[src/rtl/serial_adder_pkg.sv]
// Shared types and defaults for the bit-serial adder.
package serial_adder_pkg;

  localparam int unsigned DefaultWidth = 8;

  typedef enum logic [1:0] {
    StIdle = 2'b00,
    StRun  = 2'b01,
    StDone = 2'b10
  } state_e;

endpackage

[src/rtl/fa_cell.sv]
// Full adder from two half adders plus an OR; the only arithmetic in the serial adder.
module fa_cell (
  input  logic x,
  input  logic y,
  input  logic ci,
  output logic s,
  output logic co
);

  logic s1, c1, c2;

  assign s1 = x ^ y;
  assign c1 = x & y;
  assign s  = s1 ^ ci;
  assign c2 = s1 & ci;
  assign co = c1 | c2;

endmodule

[src/rtl/serial_adder.sv]
// Bit-serial unsigned adder, LSB first, one sum bit per clock.
// Optional subtraction via SERIAL_ADDER_SUB_EN (adds the sub input).
module serial_adder
  import serial_adder_pkg::*;
#(
  parameter int unsigned WIDTH = DefaultWidth
) (
  input  logic             clk,
  input  logic             rst,
  input  logic             start,
  input  logic [WIDTH-1:0] a,
  input  logic [WIDTH-1:0] b,
`ifdef SERIAL_ADDER_SUB_EN
  input  logic             sub,
`endif
  output logic             busy,
  output logic             done,
  output logic [WIDTH-1:0] sum,
  output logic             cout
);

  localparam int unsigned CntW = $clog2(WIDTH);

  state_e           state_q, state_d;
  logic [WIDTH-1:0] ra_q, rb_q, sum_q;
  logic             carry_q;
  logic [CntW-1:0]  cnt_q;

  logic             load, last_bit, fa_s, fa_co;
  logic [WIDTH-1:0] b_load;
  logic             carry_init;

`ifdef SERIAL_ADDER_SUB_EN
  // a - b computed as a + ~b + 1; final carry of 1 means no borrow.
  assign b_load     = sub ? ~b : b;
  assign carry_init = sub;
`else
  assign b_load     = b;
  assign carry_init = 1'b0;
`endif

  assign load     = start & ((state_q == StIdle) | (state_q == StDone));
  assign last_bit = (cnt_q == CntW'(WIDTH - 1));

  fa_cell u_fa_cell (
    .x  (ra_q[0]),
    .y  (rb_q[0]),
    .ci (carry_q),
    .s  (fa_s),
    .co (fa_co)
  );

  always_ff @(posedge clk) begin
    if (rst) begin
      state_q <= StIdle;
    end else begin
      state_q <= state_d;
    end
  end

  always_comb begin
    state_d = state_q;
    unique case (state_q)
      StIdle:  if (start) state_d = StRun;
      StRun:   if (last_bit) state_d = StDone;
      StDone:  state_d = start ? StRun : StIdle;
      default: state_d = StIdle;
    endcase
  end

  always_comb begin
    busy = (state_q == StRun);
    done = (state_q == StDone);
  end

  always_ff @(posedge clk) begin
    if (rst) begin
      ra_q    <= '0;
      rb_q    <= '0;
      sum_q   <= '0;
      carry_q <= 1'b0;
      cnt_q   <= '0;
    end else if (load) begin
      ra_q    <= a;
      rb_q    <= b_load;
      sum_q   <= '0;
      carry_q <= carry_init;
      cnt_q   <= '0;
    end else if (state_q == StRun) begin
      ra_q    <= ra_q >> 1;
      rb_q    <= rb_q >> 1;
      // After WIDTH shifts the first-computed bit lands in the LSB.
      sum_q   <= {fa_s, sum_q[WIDTH-1:1]};
      carry_q <= fa_co;
      cnt_q   <= cnt_q + CntW'(1);
    end
  end

  assign sum  = sum_q;
  assign cout = carry_q;

endmodule

[config.mk]
export PLATFORM = sky130hd
export DESIGN_NAME = serial_adder
export DESIGN_NICKNAME = d
export VERILOG_FILES = /design/src/rtl/serial_adder_pkg.sv /design/src/rtl/fa_cell.sv /design/src/rtl/serial_adder.sv
export SDC_FILE = /design/constraint.sdc
export NUM_CORES = 1
export LEC_CHECK = 0
export BUFFER_PORTS_ARGS = -buffer_cell sky130_fd_sc_hd__buf_2
export CORE_ASPECT_RATIO = 1.2
export CORE_UTILIZATION = 45
export DETAILED_ROUTE_END_ITERATION = 8
export MAX_ROUTING_LAYER = met4
export PLACE_DENSITY = 0.81
export SLEW_MARGIN = 20
export SYNTH_ARGS = -nofsm -noshare
export SYNTH_HDL_FRONTEND = slang
export SYNTH_HIERARCHICAL = 1
export SYNTH_SLANG_ARGS = --single-unit
export TNS_END_PERCENT = 5
[constraint.sdc]
create_clock -name clk -period 1.1 [get_ports clk]
set_input_delay 0.22 -clock clk [delete_from_list [all_inputs] [get_ports clk]]
set_output_delay 0.22 -clock clk [all_outputs]
set_load 0.01 [all_outputs]
==> run summary <==
CTS tree - yes
Via Count - 1153
hold path start - a[7]
Area Growth Syn to Fin - 38.6%
Static Leak - 0.726 nW
IO buf count - 29
Slowest Stage Delay on Critical Path - 0.34 ns
fin util - 67.6%
routed len/inst - 15.3 microns
Placed Area - 0.00146 sq mm
total number of H-tree levels - 2
CTS Buffer Depth - 2
max_slew headroom - 82.5%
largest net degree at the start of global routing - 20
Nets - 197
CP Launch Type - register
hold path depth - 3
status - finished, violations left
Net Sw Power - 0.000683 W
Area contributors post-synth - dfxtp_1, nand2_1, nor3_1
syn_nets - 159
number of global-route vias before repair - 1186
Filler cells - 211
first-pass GRT wire length - 5.04 mm
initial antenna violation count - 0
Synth cell types - 29
Comb pwr share - 17.0%
top cell type by total area after synthesis - dfxtp_1
Vias per Instance - 5.52
final instance area - 0.00178 sq mm
Worst Path Required - 0.88 ns
failing checks - negative setup slack
worst hold path type - input pin to register
CTS root buffer - clkbuf_4
Initial Utilization - 48.8%
GPL Wtd Cong - 0.760
slowest CP cell - dfxtp_2
Synth Instances - 137
critical path capture point type - output pin
cts bufs inserted - 5
register area - 616 sq um
row cnt - 20
clock power share - 40.8%
TritonRoute pass-1 iters - 4
Setup Skew - 0.0129 ns
final setup vio count - 15
area of the multi-input gates - 671 sq um
R2R setup slack - -0.12 ns
reg-to-reg endpoint - ra_q[6]
Detail Route Antenna Nets - 0
crit path time final - 1.29 ns
reg2reg start - state_q[1]
Max-cap violations - 0
Final WS setup - -0.195 ns
Total GRT Usage - 23.6%
core area - 0.00263 sq mm
RSZ-0062 raised after global routing - true
mean post-synth cell area - 9.35 sq um
crit path DAT - 1.07 ns
register area share after synthesis - 46.9%
asr flop ratio synth - 0%
ys flop type - dfxtp_1
area share of the largest cell type after synthesis - 46.9%
Worst-Skew Late Latency - 0.34 ns
Congestion Overflow GR - 0
maximum vdd ir drop - 1200 uV
crit-path cells - nand2b_4, inv_4, buf_12, buf_6
total power - 0.00285 W
clock slew at reported path FFs - 0.09 ns
Pwr Density - 1600 mW/mm^2
hold endpoint - ra_q[7]
Post-synth EDFFs - 0
post-synthesis instance area - 0.00128 sq mm
post-synthesis register bit count - 30
routed wire length - 3.19 mm
# DRC - 0
CP Class - register to output pin
max frequency - 772 MHz
Tcrit/Tclk final - 118%
Final Hold Fails - 0
IO Pins - 30
worst slew pin tran - 0.261 ns
yosys warns - 6
Final Max Slew Viols - 0
Diodes inserted - 0
DIE AREA - 0.00307 sq mm
FF-to-FF path depth - 6
Seq pwr share - 42.2%
critical path fanouts, max - 2
Die X - 50.7 microns
height of the die - 60.5 microns
CTS Sinks - 30
dpl hpwl - 1.95 mm
Layout Cells excl Fill - 209
DR iter-0 viols - 20
share of post-route cells with drive strength above 1 - 51.1%
Placed Cells - 197
pre-CTS WS - -0.0461 ns
Int Pwr - 0.00217 W
switching part of the total - 24.0%
-- flip-flops by register name, summed over array words and instances, names as in the netlist --
signal / flops
cnt_q: 3
rb_q: 8
cout: 1
sum: 8
state_q: 2
ra_q: 8
-- cell type report --
cell class | count | area share (%)
Multi-Input combinational cell | 95 | 37.8
Inverter | 1 | 0.352
Tap cell | 33 | 2.33
Timing Repair Buffer | 42 | 18.6
Sequential cell | 30 | 34.7
Clock inverter | 2 | 3.38
Clock buffer | 6 | 2.89
-- synthesized netlist by cell type, types with 2 or more instances --
cell type / count
a21oi_1: 14
a22oi_1: 2
a311oi_1: 2
buf_2: 2
buf_4: 2
buf_6: 3
dfxtp_1: 30
ha_1: 2
nand2_1: 27
nand2b_2: 2
nand3_1: 3
nor2_1: 4
nor3_1: 17
nor3_2: 4
o22ai_1: 6
o22ai_2: 4
-- logic make-up after synthesis --
family | Yosys count | share of synthesized area [%]
and+or+nand+nor | 61 | 23.7
muxes | 1 | 0.781
buffers and inverters | 12 | 8.98
DFF | 30 | 46.9
adders and majority gates | 3 | 3.52
AOI/OAI and AO/OA | 29 | 15.4
xor gates and xnor gates | 1 | 0.684
-- critical path: cells and delay by family (launching register included) --
| kind | cells | cell delay (ns) |
|---|---|---|
| buffers and inverters | 3 | 0.27 |
| flip-flops | 1 | 0.34 |
| AND/OR/NAND/NOR | 1 | 0.14 |
-- power groups by stage --
stage	Combinational (W)	Clock [W]	Sequential [W]
4_1_cts	0.000439	0.00116	0.00120
2_1_floorplan	0.000271	0	0.00121
5_1_grt	0.000516	0.00123	0.00121
3_3_place_gp	0.000344	0	0.00121
6_report	0.000483	0.00116	0.00120
3_5_place_dp	0.000363	0	0.00121
-- per-stage QoR --
stage | hold slack [ns] | setup TNS, ns
floorplan | 0.356 | 0
global placement | 0.446 | 0
detailed placement | 0.458 | -0.427
CTS | 0.137 | -0.544
global route | 0.140 | -1.63
finish | 0.140 | -0.937
-- per-layer routing --
layer / wire length [microns] / GRT usage (%) / up-vias
li1: - / - / 555
met1: 1310 / 24.5 / 560
met2: 1710 / 42.9 / 35
met3: 131 / 4.51 / 3
met4: 37 / 11.5 / 0
met5: 0 / - / -
-- cell usage in the layout, fill, tap and decap left out, drive strengths merged --
master  synthesis  layout
a22oi           2       2
buf             9      42
nor3b           1       1
xnor2           1       1
dfxtp          30      30
nor2            4       4
nand3           3       3
a21oi          14      14
bufinv          0       2
clkbuf          2       6
inv             1       1
ha              2       2
o21a            1       1
and2b           1       1
nor3           21      21
nor2b           1       1
nand2b          3       3
nand2          27      27
mux2i           1       1
a311oi          2       2
fa              1       1
o22ai          10      10
-- repair_timing --
| action | in CTS | in global routing |
|---|---|---|
| hold buffers | 0 | 0 |
| resized for setup | 20 | 21 |
| pin swaps | 1 | 4 |
| setup buffers | 3 | 0 |
| endpoints found under the hold margin | 0 | 0 |
| cloned | 1 | 0 |
| endpoints found under the setup margin | 17 | 36 |
-- worst max path at each step --
stage               startpoint       to  slack, ns  cells past startpoint
floorplan           state_q[1]  ra_q[4]       0.03                      5
global placement    state_q[1]  rb_q[6]       0.02                      5
detailed placement  state_q[0]   sum[5]      -0.05                      4
CTS                 state_q[1]     busy      -0.16                      4
global route        state_q[1]     busy      -0.23                      4
finish              state_q[1]     busy      -0.19                      4
Note: power is estimated with default switching activity, not from simulation.
